[src/rtl/bp_pkg.sv]
// ---------------------------------------------------------------------------
// bp_pkg
// Shared definitions for the branch predictor history logic.
//   HIST_W       width of one local history pattern
//   NUM_ENTRIES  number of branch-history-table entries
//   IDX_W        index width into the table
//   bp_update_t  one queued EX-stage resolution {idx, pred, miss}
//   bp_shift()   history update: the actual outcome enters at the MSB
//   bp_ctrl_state_t  update controller states
// ---------------------------------------------------------------------------
package bp_pkg;

    localparam int HIST_W      = 8;
    localparam int NUM_ENTRIES = 16;
    localparam int IDX_W       = 4;

    typedef struct packed {
        logic [IDX_W-1:0] idx;
        logic             pred;
        logic             miss;
    } bp_update_t;

    typedef enum logic {
        RUN   = 1'b0,
        CLEAR = 1'b1
    } bp_ctrl_state_t;

    // A misprediction flips the predicted direction to get the real outcome.
    function automatic logic [HIST_W-1:0] bp_shift(
        input logic [HIST_W-1:0] old,
        input logic              pred,
        input logic              miss
    );
        return {pred ^ miss, old[HIST_W-1:1]};
    endfunction

endpackage

[src/rtl/bp_update_fifo.sv]
// ---------------------------------------------------------------------------
// bp_update_fifo
// Synchronous DEPTH-entry FIFO of pending history updates.
//   clk, rst    clock / asynchronous active-high reset
//   flush       drop all contents (wins over a same-cycle push or pop)
//   push        write push_data when not full
//   push_data   update record to enqueue
//   full        no free slot
//   pop         advance the read pointer when not empty
//   empty       nothing queued
//   head        oldest queued record (valid when !empty)
// ---------------------------------------------------------------------------
module bp_update_fifo
    import bp_pkg::*;
#(
    parameter int DEPTH = 4
) (
    input  logic       clk,
    input  logic       rst,
    input  logic       flush,
    input  logic       push,
    input  bp_update_t push_data,
    output logic       full,
    input  logic       pop,
    output logic       empty,
    output bp_update_t head
);

    localparam int PTR_W = $clog2(DEPTH);

    // Pointers carry one extra MSB so full and empty can be told apart
    // when the low bits coincide.
    logic [PTR_W:0] wr_ptr;
    logic [PTR_W:0] rd_ptr;
    bp_update_t     mem [DEPTH];

    logic do_push;
    logic do_pop;

    assign empty   = (wr_ptr == rd_ptr);
    assign full    = (wr_ptr[PTR_W] != rd_ptr[PTR_W]) &&
                     (wr_ptr[PTR_W-1:0] == rd_ptr[PTR_W-1:0]);
    assign head    = mem[rd_ptr[PTR_W-1:0]];
    assign do_push = push && !full && !flush;
    assign do_pop  = pop && !empty && !flush;

    always_ff @(posedge clk or posedge rst) begin
        if (rst) begin
            wr_ptr <= '0;
            rd_ptr <= '0;
        end else if (flush) begin
            wr_ptr <= '0;
            rd_ptr <= '0;
        end else begin
            if (do_push) begin
                wr_ptr <= wr_ptr + (PTR_W+1)'(1);
            end
            if (do_pop) begin
                rd_ptr <= rd_ptr + (PTR_W+1)'(1);
            end
        end
    end

    // Storage needs no reset: the pointers decide what is valid.
    always_ff @(posedge clk) begin
        if (do_push) begin
            mem[wr_ptr[PTR_W-1:0]] <= push_data;
        end
    end

endmodule

[src/rtl/bht_update_ctrl.sv]
// ---------------------------------------------------------------------------
// bht_update_ctrl
// Owns the local branch-history table and schedules every write to it.
// EX resolutions are queued and retired one per cycle as history shifts;
// IF lookups are combinational with forwarding of the retiring update;
// a clear request sweeps the table to zero one entry per cycle.
//   clk, rst     clock / asynchronous active-high reset
//   clear_req    one-cycle pulse: flush queue, zero whole table
//   res_valid    EX resolution valid
//   res_ready    queue can accept (not full)
//   res_idx      table index of the resolved branch
//   res_pred     predicted direction (1 = taken)
//   res_miss     1 = misprediction
//   lk_idx       IF lookup index
//   lk_pattern   history for lk_idx
//   busy         sweeping or updates still queued
//   miss_cnt     saturating count of retired mispredictions
// ---------------------------------------------------------------------------
module bht_update_ctrl
    import bp_pkg::*;
#(
    parameter int DEPTH = 4
) (
    input  logic              clk,
    input  logic              rst,
    input  logic              clear_req,
    input  logic              res_valid,
    output logic              res_ready,
    input  logic [IDX_W-1:0]  res_idx,
    input  logic              res_pred,
    input  logic              res_miss,
    input  logic [IDX_W-1:0]  lk_idx,
    output logic [HIST_W-1:0] lk_pattern,
    output logic              busy,
    output logic [15:0]       miss_cnt
);

    bp_ctrl_state_t    state;
    logic [IDX_W-1:0]  sweep_ptr;
    logic [HIST_W-1:0] bht [NUM_ENTRIES];

    bp_update_t        push_data;
    bp_update_t        head;
    logic              fifo_full;
    logic              fifo_empty;
    logic              push;
    logic              pop;
    logic [HIST_W-1:0] new_pattern;

    assign push_data = '{idx: res_idx, pred: res_pred, miss: res_miss};
    assign res_ready = !fifo_full;
    assign push      = res_valid && !fifo_full;

    // A clear request takes the cycle for itself, so nothing retires then.
    assign pop         = (state == RUN) && !fifo_empty && !clear_req;
    assign new_pattern = bp_shift(bht[head.idx], head.pred, head.miss);
    assign busy        = (state == CLEAR) || !fifo_empty;

    bp_update_fifo #(
        .DEPTH (DEPTH)
    ) u_fifo (
        .clk       (clk),
        .rst       (rst),
        .flush     (clear_req),
        .push      (push),
        .push_data (push_data),
        .full      (fifo_full),
        .pop       (pop),
        .empty     (fifo_empty),
        .head      (head)
    );

    // Lookup path: a half-cleared table is never exposed, and an update
    // retiring this cycle to the same entry is forwarded.
    always_comb begin
        lk_pattern = bht[lk_idx];
        if (state == CLEAR) begin
            lk_pattern = '0;
        end else if (pop && (lk_idx == head.idx)) begin
            lk_pattern = new_pattern;
        end
    end

    // Controller: retires queued updates in RUN, sweeps the table in CLEAR.
    // A clear request in either state restarts the sweep from entry 0.
    always_ff @(posedge clk or posedge rst) begin
        if (rst) begin
            state     <= RUN;
            sweep_ptr <= '0;
            miss_cnt  <= '0;
            for (int i = 0; i < NUM_ENTRIES; i++) begin
                bht[i] <= '0;
            end
        end else begin
            case (state)
                RUN: begin
                    if (clear_req) begin
                        state     <= CLEAR;
                        sweep_ptr <= '0;
                        miss_cnt  <= '0;
                    end else if (pop) begin
                        bht[head.idx] <= new_pattern;
                        if (head.miss && (miss_cnt != 16'hFFFF)) begin
                            miss_cnt <= miss_cnt + 16'd1;
                        end
                    end
                end
                CLEAR: begin
                    bht[sweep_ptr] <= '0;
                    if (clear_req) begin
                        sweep_ptr <= '0;
                        miss_cnt  <= '0;
                    end else if (sweep_ptr == IDX_W'(NUM_ENTRIES-1)) begin
                        state     <= RUN;
                        sweep_ptr <= '0;
                    end else begin
                        sweep_ptr <= sweep_ptr + IDX_W'(1);
                    end
                end
                default: begin
                    state <= RUN;
                end
            endcase
        end
    end

endmodule

[config.mk]
export PLATFORM = sky130hd
export DESIGN_NAME = bht_update_ctrl
export DESIGN_NICKNAME = d
export VERILOG_FILES = /design/src/rtl/bp_pkg.sv /design/src/rtl/bp_update_fifo.sv /design/src/rtl/bht_update_ctrl.sv
export SDC_FILE = /design/constraint.sdc
export NUM_CORES = 1
export LEC_CHECK = 0
export ABC_AREA = 1
export CAP_MARGIN = 15
export CORE_MARGIN = 1.5
export CORE_UTILIZATION = 40
export CTS_CLUSTER_SIZE = 12
export DETAILED_ROUTE_END_ITERATION = 8
export GPL_TIMING_DRIVEN = 0
export SYNTH_ARGS = -nofsm -noshare
export SYNTH_HDL_FRONTEND = slang
export SYNTH_SLANG_ARGS = --single-unit
[constraint.sdc]
create_clock -name clk -period 6.3 [get_ports clk]
set_input_delay 0.63 -clock clk [delete_from_list [all_inputs] [get_ports clk]]
set_output_delay 0.63 -clock clk [all_outputs]
set_load 0.05 [all_outputs]
==> impl_metrics.ini, run 1 <==
[synthesis]
synthArstFlopShare_pct = 86.6
yosysTopAreaCell = dfrtp_1
synth_area_mm2 = 0.0107
syn_area_per_cell_um2 = 7.47
yosysWarnings = 0
synth_edf_count = 24
yosysSeqAreaShare_pct = 43.1
ys_types = 47
synth_fp_nets = 1454
synth-seq-cells = 179
synth_cells = 1430
synth.area.top_cells = dfrtp_1 (36%), nand2_1 (13%), nand3_1 (8.0%)
synth-main-ff-cell = dfrtp_1
synth_top_area_share_pct = 36.3

[sta]
final_hold_viol_count = 0
fmax_mhz = 200
min_period_over_period_pct = 79.2
timing.hold.ws_ns = 0.499
final_max_slew_viol_count = 0
worst_pin_slew_ns = 0.862
relSlewSlack_pct = 42.5
period_minus_slack_ns = 4.99
rsz0062_at_grt = false
setup_violations = 0
finClkSkew_ns = 0.0149

[setup_path]
endpoint_kind = output port
cp_data_arrival_time_ns = 4.36
worstSetupStartpointType = input pin
worst-path-max-fanout = 10
crit_required_ns = 5.67
setup.worst_path.class = in -> out

[detailed_routing]
dr.max_layer_used = met4
drcViolationCount = 4
drt_wl_total_um = 39500
vias_per_cell = 5.71
dr_total_vias = 10500
drt_iter0_markers = 1203
dr_wl_met2_um = 17100
drtPass1Iterations = 9
wl_met1_um = 16500
ant_nets = 0
avgRoutedWirePerCell_um = 21.5
wl_met3_um = 4080

[power_and_ir_drop]
power_leakage_nw = 5.49
p_total_mw = 2.93
ir_worst_vdd_mv = 0.155
power_density_mw_per_mm2 = 241

[final_layout]
fin_nets = 1513
post-route-util_pct = 46.4
stdcell_count = 1837
drive_gt1_share_pct = 8.26
syn_to_final_growth_pct = 13.5
antenna_cells = 0

[clock_network]
tritoncts = yes
cts_buffers = 17
h-tree-depth = 4
clk_pin_slew_ns = 0.07
root_buffer = clkbuf_16
ctsHoldBuffers = 0
numClockSinks = 179
post_cts_resized = 0
postCtsSetupBuffers = 0
worstSkewPairLatency_ns = 0.45
clock_path_buffers = 2

[global_routing]
grt_pass1_wl_um = 60000
grt_antenna_before_repair = 0
grt_usage_pct = 28.8
grt_remaining_overflow = 0
grt_pass1_vias = 9927
grt_max_degree = 121

[placement]
dpl.hpwl_um = 28000
place.gp.congestion = 0.970
port_buffers = 38
dp.cells = 1805

[hold_path]
hp-class = reg -> reg

[die]
ios = 40
fp.dieW_um = 166
die_h_um = 166
start_util_pct = 40.9
num_rows = 59
core_region_area_mm2 = 0.0261
dieArea_mm2 = 0.0277

[run_status]
failed_checks = design-rule violations
outcome = complete, but fails checks

[job]
max_cap_viol_count = 0
[stage by stage]
stage / worst slack, ns / setup TNS [ns] / area [um^2]
floorplan: 1.49 / 0 / 10700
global placement: -1.12 / -170.99 / 11500
CTS: 1.43 / 0 / 12100
finish: 1.31 / 0 / 12100
detailed placement: 1.45 / 0 / 11500
global route: 1.23 / 0 / 12100
[path summary, 6_finish.rpt]
| check | from | slack (ns) | to | cells after the start |
|---|---|---|---|---|
| setup reg to reg | u_fifo.rd_ptr[1] | 3.58 | bht[125] | 12 |
| max in group asynchronous | rst | 4.82 | bht[39] | 3 |
| min in group asynchronous | rst | 0.56 | bht[86] | 2 |
| setup / recovery | lk_idx[0] | 1.31 | lk_pattern[0] | 10 |
| hold / removal | bht[64] | 0.50 | bht[64] | 2 |
| hold reg to reg | bht[64] | 0.50 | bht[64] | 2 |
[cells in the final DEF, fill, tap and decap left out, types with 5 or more instances in the layout]
master,instances
clkinv_1,6
dfrtp_1,155
nand3_1,171
a21oi_1,75
buf_4,9
o21ai_0,149
nand2_4,5
nand4_1,7
o211ai_1,21
inv_6,6
buf_2,9
buf_1,7
buf_6,18
o22ai_1,15
o21ai_1,31
inv_1,162
edfxtp_1,24
clkbuf_16,17
inv_2,14
xor2_1,12
nor3_1,16
clkdlybuf4s50_1,38
nor2_4,9
ha_1,10
nor2_2,5
clkbuf_1,23
nand2_1,368
nor2_1,76
[layout make-up]
type	count	area [um^2]
fillers	2694	14000
multi-input cells	1004	4960
flip-flops and latches	179	4600
inverters	182	698
clock buffers	17	425
plain buffers	65	423
well taps	335	419
repair buffers	40	413
clock inverters	15	176
[critical path: stages]
cell and delay [ns]:
clkdlybuf4s50_1 0.55, clkbuf_1 0.48, clkbuf_1 0.64, nor2_1 0.18, nor3_2 0.19, nand3_1 0.32
nand2_1 0.19, nand2_1 0.07, nor2_1 0.24, clkdlybuf4s50_1 0.86
[state kept, by name, summed over array words and instances, names as in the netlist]
name           flops
state              1
miss_cnt          16
u_fifo.wr_ptr      3
u_fifo.rd_ptr      3
u_fifo.mem        24
bht              128
sweep_ptr          4
[synthesized netlist by cell type, types with 18 or more instances]
library cell	n
nand2_1	368
nand3_1	171
inv_1	163
dfrtp_1	155
o21ai_0	149
nor2_1	76
a21oi_1	75
o21ai_1	31
edfxtp_1	24
clkbuf_1	23
o211ai_1	21
buf_6	18
[power breakdown]
part / switching (mW) / internal, mW / leakage (nW) / total [mW]
sequential: 0.0400 / 1.25 / 2.19 / 1.29
combinational: 0.363 / 0.147 / 3.01 / 0.510
clock: 0.494 / 0.628 / 0.296 / 1.12
total: 0.897 / 2.03 / 5.49 / 2.93
[metal layers]
layer / vias up / GRT usage (%)
met1: 4981 / 39.2
met3: 120 / 6.65
met2: 598 / 43.8
li1: 4798 / -
met5: - / 0
met4: 0 / 12.6
[cells by family after synthesis]
kind of cell,after synthesis,share of synthesized area [%]
AOI/OAI and AO/OA,303,15.3
xor gates and xnor gates,15,1.30
adders and majority gates,10,1.17
buffers and inverters,247,10.4
DFF,179,43.1
muxes,1,0.211
and+or+nand+nor,675,28.5
No activity file was read; power rests on OpenSTA's default activity.
==> run 2: changes to the inputs <==
==> constraint.sdc (replaced) <==
create_clock -name clk -period 5.1 [get_ports clk]
set_input_delay 0.51 -clock clk [delete_from_list [all_inputs] [get_ports clk]]
set_output_delay 0.51 -clock clk [all_outputs]
set_load 0.05 [all_outputs]
==> results of run 2 <==
Same layout as run 1 (identical final DEF). Status: complete, but fails checks: design-rule violations.
Among the figures that moved: setup slack after placement 1.45 ns -> 0.488 ns; setup slack after layout 1.31 ns -> 0.352 ns; hold slack 0.499 ns -> 0.440 ns; register-to-register setup slack 3.58 ns -> 2.38 ns; total power 2.93 mW -> 3.61 mW; worst IR drop on VDD 0.155 mV -> 0.191 mV
